File: config.mk
export PLATFORM = sky130hd
export DESIGN_NAME = ex_wb_stage
export DESIGN_NICKNAME = d
export VERILOG_FILES = /design/src/rtl/ex_wb_stage.sv
export SDC_FILE = /design/constraint.sdc
export NUM_CORES = 1
export LEC_CHECK = 0
export BUFFER_PORTS_ARGS = -buffer_cell sky130_fd_sc_hd__buf_2
export CAP_MARGIN = 10
export CORE_MARGIN = 1.5
export CORE_UTILIZATION = 50
export DETAILED_ROUTE_END_ITERATION = 10
export PLACE_DENSITY = 0.86
export SETUP_SLACK_MARGIN = 0.1
export SLEW_MARGIN = 20
export SYNTH_ARGS = -nofsm -noshare
export SYNTH_HDL_FRONTEND = slang
export SYNTH_SLANG_ARGS = --single-unit
File: constraint.sdc
create_clock -name clk -period 4.9 [get_ports clk]
set_input_delay 0.49 -clock clk [delete_from_list [all_inputs] [get_ports clk]]
set_output_delay 0.49 -clock clk [all_outputs]
set_load 0.1 [all_outputs]
File: src/rtl/ex_wb_stage.sv
// EX->WB pipeline register: registers ALU/memory results and selects the
// writeback value, holds the Z/N flags, drives bypass hits, counts retires.
//
// Ports:
//   clk, reset          rising-edge clock, synchronous active-high reset
//   stall, flush        hold all state / squash the captured instruction
//   in_valid            EX stage holds a real instruction
//   ALU_result, Zero,   ALU output and its zero/negative flags
//   Neg
//   read_data           data memory read output (same cycle as ALU_result)
//   MemToReg            1 selects read_data, 0 selects ALU_result
//   RegWrite, flag_we   register-file write and flag update enables
//   rd                  destination register
//   rs1_addr, rs2_addr  decode-stage sources for the bypass compare
//   wb_valid, wb_RegWrite, wb_rd, wb_data   registered writeback bundle
//   Z_flag, N_flag      architectural condition flags
//   fwd_rs1, fwd_rs2    wb stage will write rs1_addr / rs2_addr
//   retire_count        committed-instruction counter
module ex_wb_stage #(
    parameter int WIDTH      = 32,
    parameter int REG_ADDR_W = 6
) (
    input  logic                  clk,
    input  logic                  reset,
    input  logic                  stall,
    input  logic                  flush,
    input  logic                  in_valid,
    input  logic [WIDTH-1:0]      ALU_result,
    input  logic                  Zero,
    input  logic                  Neg,
    input  logic [WIDTH-1:0]      read_data,
    input  logic                  MemToReg,
    input  logic                  RegWrite,
    input  logic                  flag_we,
    input  logic [REG_ADDR_W-1:0] rd,
    input  logic [REG_ADDR_W-1:0] rs1_addr,
    input  logic [REG_ADDR_W-1:0] rs2_addr,
    output logic                  wb_valid,
    output logic                  wb_RegWrite,
    output logic [REG_ADDR_W-1:0] wb_rd,
    output logic [WIDTH-1:0]      wb_data,
    output logic                  Z_flag,
    output logic                  N_flag,
    output logic                  fwd_rs1,
    output logic                  fwd_rs2,
    output logic [31:0]           retire_count
);

    logic [31:0]      cnt_q;
    logic [WIDTH-1:0] sel_data;

    assign sel_data = MemToReg ? read_data : ALU_result;

    always_ff @(posedge clk) begin
        if (reset) begin
            wb_valid    <= 1'b0;
            wb_RegWrite <= 1'b0;
            wb_rd       <= '0;
            wb_data     <= '0;
            Z_flag      <= 1'b0;
            N_flag      <= 1'b0;
            cnt_q       <= '0;
        end else if (flush) begin
            // Squash only the bundle; flags and counter keep history.
            wb_valid    <= 1'b0;
            wb_RegWrite <= 1'b0;
            wb_rd       <= '0;
            wb_data     <= '0;
        end else if (!stall) begin
            wb_valid    <= in_valid;
            wb_RegWrite <= in_valid & RegWrite;
            wb_rd       <= rd;
            wb_data     <= sel_data;
            if (in_valid && flag_we) begin
                Z_flag <= Zero;
                N_flag <= Neg;
            end
            if (in_valid) begin
                cnt_q <= cnt_q + 32'd1;
            end
        end
    end

    assign retire_count = cnt_q;

    // Driven from registered state; only the address compare sees inputs.
    assign fwd_rs1 = wb_valid & wb_RegWrite & (wb_rd == rs1_addr);
    assign fwd_rs2 = wb_valid & wb_RegWrite & (wb_rd == rs2_addr);

endmodule
After elaboration in Yosys (flattened, before gate mapping)
Index checks and enable logic that the tools add are counted.
Cells by class
  add/subtract/negate cells: 1
  equal/unequal tests: 2
  muxes and demuxes: 1
  bitwise logic cells: 6
  reduce and logical (&&, ||, !) cells: 4
Operators with widths (number)
  $add 32x1->32 const B: 1
  $mux 32: 1
  $eq 6x6->1: 2
  $reduce_and 3->1: 2
  $and 1x1->1: 4
  $not 1->1: 2
  $reduce_or 2->1: 1
  $logic_and 1x1->1: 1
Word-level totals
  register bits: 74
  input bits: 92

Longest topological paths before layout
Gate-level depths: netlist of the first run.
  depth after elaboration: 2
  gate-level depth with buffers: 7

Worst setup path before layout of the first run
OpenSTA, ideal clock, no wires.
  path type: flip-flop to output port
  start point: reg wb_rd[1]
  end point: out fwd_rs2
  data arrival time: 4117 ps
  required time: 4410 ps
  path slack: 293 ps
  cell stages (with the launch flop): 4
  buffers on the path: 0
  cell sequence: dfxtp_1 > xnor2_1 > nand4_1 > nor4_1
Between the ends
  word-level cells in the longest chain between the ends: 2
RTL lines
  start, declared: line 40  | output logic [REG_ADDR_W-1:0] wb_rd,
  start signal, assigned: line 72  | wb_rd <= rd;
  $eq 6x6->1: line 88  | assign fwd_rs2 = wb_valid & wb_RegWrite & (wb_rd == rs2_addr);
  $and 1x1->1: line 88
  end, declared: line 45  | output logic fwd_rs2,
No other way between the ends.

Worst setup path in the final report of the first run
  start point: in stall
  end point: reg cnt_q[31] (netlist: retire_count[31])
Between the ends
  word-level cells in the longest chain between the ends: 2
RTL lines
  start, declared: line 25  | input logic stall,
  $not 1->1 (no line)
  $reduce_and 3->1 (no line)
  end signal, assigned: line 79  | cnt_q <= cnt_q + 32'd1;
  end, declared: line 49  | logic [31:0] cnt_q;
No other way between the ends.
A chain may end at the register's enable or synchronous reset.

==> PnR_summary.wiki, run 1 <==
{| class="wikitable"
! Metric !! Value
|-
| Post-Synth Adder-Cell Area || 0.00361
|-
| FP Rows || 30
|-
| Clock input transition at the sequential cells of the worst setup and hold paths || 0.08 ns
|-
| Via count of the first global-routing pass || 2,919
|-
| CTS sink count || 74
|-
| Final instance area || 0.00449 mm²
|-
| I/O Buffers || 167
|-
| Kind of critical path || in -> reg
|-
| Normalized max-slew margin || 0.335
|-
| Worst supply voltage drop on vdd || 0.150 mV
|-
| Mean instance size in the synthesized netlist || 8.32 µm²
|-
| Remaining Overflow, GRT || 0
|-
| Placement-stage worst setup slack || 2.07 ns
|-
| Leak || 0.00205 µW
|-
| 1st-iter DRT viols || 198
|-
| Setup repair after global routing missed its margin || false
|-
| Distinct cells, synth || 33
|-
| Maxcap violations || 0
|-
| FF-to-FF path depth || 5
|-
| Effective utilization at floorplan || 0.512
|-
| Critical path launch point || stall
|-
| Final routed wire length divided by cell count || 14.0 µm
|-
| Final-layout worst hold slack || 0.389 ns
|-
| Clock tree root driver cell || clkbuf_8
|-
| Capture point of the worst path || retire_count[31]
|-
| Number of synthesized register bits || 74
|-
| Worst clock skew on the final layout || 0.00899 ns
|-
| Critical path endpoint category || flip-flop
|-
| Area fraction in and, or, nand and nor cells after synthesis || 0.235
|-
| Register-to-Register Setup Slack || 2.59 ns
|-
| Required time at the worst-slack endpoint || 5.11 ns
|-
| Clock tree from TritonCTS || yes
|-
| Number of synthesized flops with an enable pin || 0
|-
| Setup crit start kind || primary input
|-
| Multiplexer area fraction after synthesis || 0.110
|-
| Number of buffers inserted by post-CTS setup repair || 0
|-
| Total Routing Usage GR || 0.233
|-
| Core Box Area || 0.00676 mm²
|-
| Overall die area || 0.00743 mm²
|-
| Setup slack after layout || 2.39 ns
|-
| Count of endpoints failing setup in the final report || 0
|-
| Maximum clock frequency || 398 MHz
|-
| Setup Total Neg Slack || 0 ns
|-
| Count of inserted antenna diode cells || 0
|-
| Layout overhead on the synthesized area || 29.6%
|-
| Fraction of post-synthesis cell area in the top cell type by area || 0.428
|-
| Largest driver fanout on the critical path || 75
|-
| Routed via count divided by cell count || 5.42
|-
| Clock buffer count from CTS || 9
|-
| Global-route wire length before repair || 13,700 µm
|-
| Die Wd || 86.2 µm
|-
| Endpoint arrival time on the critical path || 2.72 ns
|-
| Largest family of logic cells by synthesized area || simple AND/OR/NAND/NOR gates
|-
| Routability Congestion || 0.808
|-
| Cells along the critical path || buf_2 > buf_4 > or3b_1 > nor4_1 > a31o_2 > a21oi_1
|-
| Cell types with the largest area share after synthesis || dfxtp_1 (43%), mux2i_1 (11%), nor2_1 (8.8%)
|-
| Compound-Gate Fraction of Synth Area || 0.132
|-
| Highest-count cells in the layout ignoring fill and taps || buf_2 (167), nor2_1 (81), dfxtp_1 (74)
|-
| Proportion of register bits with asynchronous set or reset after synthesis || 0
|-
| Final routed wirelength across all metal layers || 9110 µm
|-
| Top cell type by total area after synthesis || dfxtp_1
|-
| Nets@finish || 658
|-
| Post-synthesis net count || 509
|-
| Share of the synthesized netlist area taken by xor and xnor gates || 0.0531
|-
| Clk_lat worst skew || 0.34 ns
|-
| Top flip-flop cell by instance count after synthesis || dfxtp_1
|-
| Share of final-layout standard cells stronger than drive strength 1 || 0.323
|-
| Gate Count Post-Synth || 416
|-
| Filler cell count in the final layout || 552
|-
| Initial antenna violation count || 0
|-
| Core utilization of the finished layout || 0.664
|-
| Total of warnings raised by yosys || 0
|-
| Number of pins exceeding their max-slew limit in the final report || 0
|-
| DRC || 0
|-
| Vert. Die Dim || 86.2 µm
|-
| Largest net degree at the start of global routing || 76
|-
| Total of cells resized after clock tree synthesis || 0
|-
| DPL Wire Length || 6670 µm
|-
| Placed Area || 0.00429 mm²
|-
| Cell with the largest stage delay on the worst path || nor4_1
|-
| Remaining antenna violation count after routing || 0
|-
| Least-Margin Pin Slew || 0.989 ns
|-
| Router iterations before antenna repair || 5
|-
| Result of the run || completed
|-
| Top-level I/O count || 168
|-
| Bufs on Longest Clock Path || 2
|-
| Most common cell after layout, fill and taps aside || buf_2
|-
| Overall via count from detail_route || 3,522
|-
| Class of the tightest hold or removal check || in -> reg
|-
| R2R Path Start || retire_count[0]
|-
| Number of H-tree branching levels || 3
|-
| Sequential-to-total area share from yosys stat || 0.428
|-
| Critical path's largest stage delay || 0.88 ns
|-
| Number of hold-slack violations in the final timing report || 0
|-
| Endpoint of the most critical register-to-register path || retire_count[16]
|-
| Total power density per cell area || 293 mW/mm²
|-
| Synthesized cell area || 0.00346 mm²
|-
| Final worst-path cycle share || 0.513
|-
| Post-route minimum period || 2.51 ns
|-
| Count of hold buffers inserted by post-cts repair || 0
|}
-- kinds of logic after synthesis --
kind of cell	Yosys count
multiplexers	38
buffers and inverters	35
flip-flops	74
AO/OA/AOI/OAI	81
adder cells (fa/ha/maj)	1
AND/OR/NAND/NOR	166
XOR/XNOR	21
-- worst max-delay path: cells and delay by family --
family | cells | cell delay, ns
simple gates | 2 | 1.46
buf+inv | 2 | 0.42
compound gates | 2 | 0.35
-- worst min path at each step --
stage,startpoint,endpoint,slack [ns],depth (start not counted)
2_1_floorplan,rd[0],wb_rd[0],0.63,2
3_3_place_gp,Z_flag,Z_flag,0.44,2
3_5_place_dp,Z_flag,Z_flag,0.45,2
4_1_cts,rd[3],wb_rd[3],0.38,3
5_1_grt,rd[5],wb_rd[5],0.39,3
6_report,rd[1],wb_rd[1],0.39,3
-- stage by stage --
step / power, µW / std cells
after detailed placement: 855 / 634
after global routing: 1370 / 650
after CTS: 1320 / 650
after floorplan: 794 / 416
final: 1310 / 650
after global placement: 851 / 634
-- registers in the layout, indices dropped and copies added (netlist names) --
signal and flops:
Z_flag 1, N_flag 1, wb_RegWrite 1, retire_count 32, wb_rd 6, wb_data 32
wb_valid 1
-- routing by layer --
| metal | up-vias | GRT usage | wire length, µm |
|---|---|---|---|
| met1 | 1618 | 0.289 | 3810 |
| met3 | 13 | 0.0410 | 463 |
| li1 | 1773 | - | - |
| met4 | 0 | 0.0997 | 161 |
| met2 | 118 | 0.399 | 4680 |
| met5 | - | 0 | 0 |
-- synth_stat cells (3+ instances only) --
master      n
o21ai_0     5
dfxtp_1    74
xnor2_1    14
nor4_1      7
mux2i_1    38
nand2_1    17
or4_1      13
buf_1       6
nand4_1     8
clkbuf_1   22
or3_1       8
nor2_1     81
inv_1       5
o41ai_1     3
o31ai_1    13
nor3_1      3
nand3_1    14
nand4bb_1   3
a21oi_1    58
xor2_1      7
-- area by class of cell --
cell class | count | area (µm²) | area share
multi-input cells | 307 | 1850 | 0.411
clock inverters | 2 | 35.0 | 0.00781
clock buffers | 14 | 163 | 0.0362
repair buffers | 168 | 843 | 0.188
flip-flops and latches | 74 | 1480 | 0.330
inverters | 5 | 18.8 | 0.00418
well taps | 80 | 100 | 0.0223
-- power breakdown --
part	leakage, µW	internal (µW)	switching (µW)
logic	0.00135	66.6	154
clock network	0.000101	263	209
registers	0.000600	613	7.96
total	0.00205	943	371
No activity file was read; power rests on OpenSTA's default activity.
==> run 2: changes to the inputs <==
--- a/config.mk
+++ b/config.mk
@@ -8,9 +8,9 @@
 export BUFFER_PORTS_ARGS = -buffer_cell sky130_fd_sc_hd__buf_2
 export CAP_MARGIN = 10
 export CORE_MARGIN = 1.5
-export CORE_UTILIZATION = 50
+export CORE_UTILIZATION = 42
 export DETAILED_ROUTE_END_ITERATION = 10
-export PLACE_DENSITY = 0.86
+export PLACE_DENSITY = 0.77
 export SETUP_SLACK_MARGIN = 0.1
 export SLEW_MARGIN = 20
 export SYNTH_ARGS = -nofsm -noshare
==> constraint.sdc (replaced) <==
create_clock -name clk -period 2.24 [get_ports clk]
set_input_delay 0.224 -clock clk [delete_from_list [all_inputs] [get_ports clk]]
set_output_delay 0.224 -clock clk [all_outputs]
set_load 0.1 [all_outputs]
==> run 2 against run 1 <==
Utilization fell by 6.5 points. Sequential power grew 120%. Combinational power up 120%. Critical endpoint is now fwd_rs2. Critical path depth down 2.
==> PnR_summary.wiki, run 2 (synthesis gave the netlist of run 1 again) <==
{| class="wikitable"
! Metric !! Value
|-
| Effective utilization at floorplan || 0.441
|-
| Final routed wire length divided by cell count || 13.3 µm
|-
| Power share of the combinational group || 0.178
|-
| Final routed wirelength across all metal layers || 9100 µm
|-
| Maximum clock frequency || 488 MHz
|-
| Number of buffers inserted by post-CTS setup repair || 0
|-
| CTS sink count || 74
|-
| Normalized max-slew margin || 0.517
|-
| Via count of the first global-routing pass || 3,035
|-
| Highest-count cells in the layout ignoring fill and taps || buf_2 (167), nor2_1 (81), a21oi_1 (58)
|-
| Cell with the largest stage delay on the worst path || buf_2
|-
| Largest driver fanout on the critical path || 4
|-
| Class of the tightest hold or removal check || in -> reg
|-
| Total of cells resized after clock tree synthesis || 0
|-
| Layout overhead on the synthesized area || 35.9%
|-
| Post-route minimum period || 2.05 ns
|-
| I/O Buffers || 167
|-
| Initial antenna violation count || 0
|-
| Endpoint arrival time on the critical path || 1.83 ns
|-
| Worst clock skew on the final layout || 0.00764 ns
|-
| Critical path's largest stage delay || 0.46 ns
|-
| Setup crit start kind || flip-flop
|-
| Vert. Die Dim || 93.8 µm
|-
| 1st-iter DRT viols || 129
|-
| Total power after layout || 2750 µW
|-
| Top-level I/O count || 168
|-
| Cell-internal power || 1900 µW
|-
| Remaining Overflow, GRT || 0
|-
| Required time at the worst-slack endpoint || 2.02 ns
|-
| Overall die area || 0.00880 mm²
|-
| Final worst-path cycle share || 0.915
|-
| Bufs on Longest Clock Path || 2
|-
| Largest net degree at the start of global routing || 74
|-
| Global-route wire length before repair || 13,900 µm
|-
| Router iterations before antenna repair || 4
|-
| Result of the run || completed
|-
| Cells along the critical path || xnor2_1 > nand4_1 > nor4_4 > buf_2
|-
| Clk_lat worst skew || 0.34 ns
|-
| Most common cell after layout, fill and taps aside || buf_2
|-
| Critical path endpoint category || output port
|-
| Relative contribution of the clock network to total power || 0.335
|-
| Clock buffer count from CTS || 9
|-
| Switch share || 0.307
|-
| Share of final-layout standard cells stronger than drive strength 1 || 0.409
|-
| Routed via count divided by cell count || 5.17
|-
| Setup repair after global routing missed its margin || false
|-
| Sw power || 842 µW
|-
| Leak || 0.00212 µW
|-
| Routability Congestion || 0.873
|-
| Count of inserted antenna diode cells || 0
|-
| DPL Wire Length || 6880 µm
|-
| Number of H-tree branching levels || 3
|-
| Number of hold-slack violations in the final timing report || 0
|-
| Number of pins exceeding their max-slew limit in the final report || 0
|-
| Flop pwr share || 0.488
|-
| Clock input transition at the sequential cells of the worst setup and hold paths || 0.07 ns
|-
| Maxcap violations || 0
|-
| Number of placed instances, taps included || 666
|-
| Kind of critical path || reg -> out
|-
| Filler-free cell count of the finished design || 682
|-
| Clock tree root driver cell || clkbuf_8
|-
| Worst supply voltage drop on vdd || 0.359 mV
|-
| Least-Margin Pin Slew || 0.724 ns
|-
| Nets@finish || 668
|-
| Remaining antenna violation count after routing || 0
|-
| Count of hold buffers inserted by post-cts repair || 0
|-
| Cell family contributing the most delay on the critical path || simple AND/OR/NAND/NOR gates
|-
| DRC || 0
|-
| Count of endpoints failing setup in the final report || 0
|-
| Number of buffer and inverter instances along the worst setup path || 1
|-
| Core Box Area || 0.00785 mm²
|-
| Setup Total Neg Slack || 0 ns
|-
| Clock tree from TritonCTS || yes
|-
| Total power density per cell area || 584 mW/mm²
|-
| Die Wd || 93.8 µm
|-
| Overall via count from detail_route || 3,528
|-
| Total Routing Usage GR || 0.199
|-
| FP Rows || 32
|}
[run 2: per-layer routing]
layer  track usage  vias up  share of wire
li1              -     1800              -
met1         0.243     1590           0.43
met2         0.345      128           0.49
met3        0.0388       10          0.066
met4        0.0734        0          0.010
met5             0        -              0
[run 2: power groups by stage]
stage	Clock (µW)	Sequential, µW	Combinational (µW)
final	919	1340	488
after floorplan	0	1560	163
after detailed placement	0	1370	490
after CTS	955	1340	491
after global placement	0	1370	483
after global routing	1010	1340	521
[run 2: worst reg2reg max path, cell delays in order, from the launching register on]
cell     delay, ns
dfxtp_4       0.37
ha_1          0.18
nand2_2       0.10
or4_4         0.55
buf_6         0.17
or4_1         0.42
a21oi_1       0.17
[run 2: final timing paths]
kind	slack, ns	cells after the start	start	endpoint
worst min-delay path	0.12	3	rd[1]	wb_rd[1]
worst min register to register	0.46	2	N_flag	N_flag
worst max register to register	0.21	6	retire_count[0]	retire_count[18]
worst max-delay path	0.19	4	wb_rd[0]	fwd_rs2
[run 2: cell type report]
| type | count | area, µm² |
|---|---|---|
| clock inverter | 6 | 38.8 |
| multi-input combinational | 307 | 1890 |
| tap | 102 | 128 |
| timing repair buffer | 178 | 922 |
| fill | 723 | 3140 |
| clock buffer | 10 | 138 |
| sequential | 74 | 1570 |
| inverter | 5 | 18.8 |
[run 2: stage by stage]
step	worst slack [ns]	utilization	cell area [µm²]	hold WS [ns]
final	0.191	0.599	4700	0.121
after global routing	0.110	0.599	4700	0.101
after CTS	0.149	0.598	4690	0.109
after detailed placement	0.168	0.576	4520	0.456
after global placement	0.275	0.576	4520	0.448
after floorplan	0.0480	-	3590	0.367
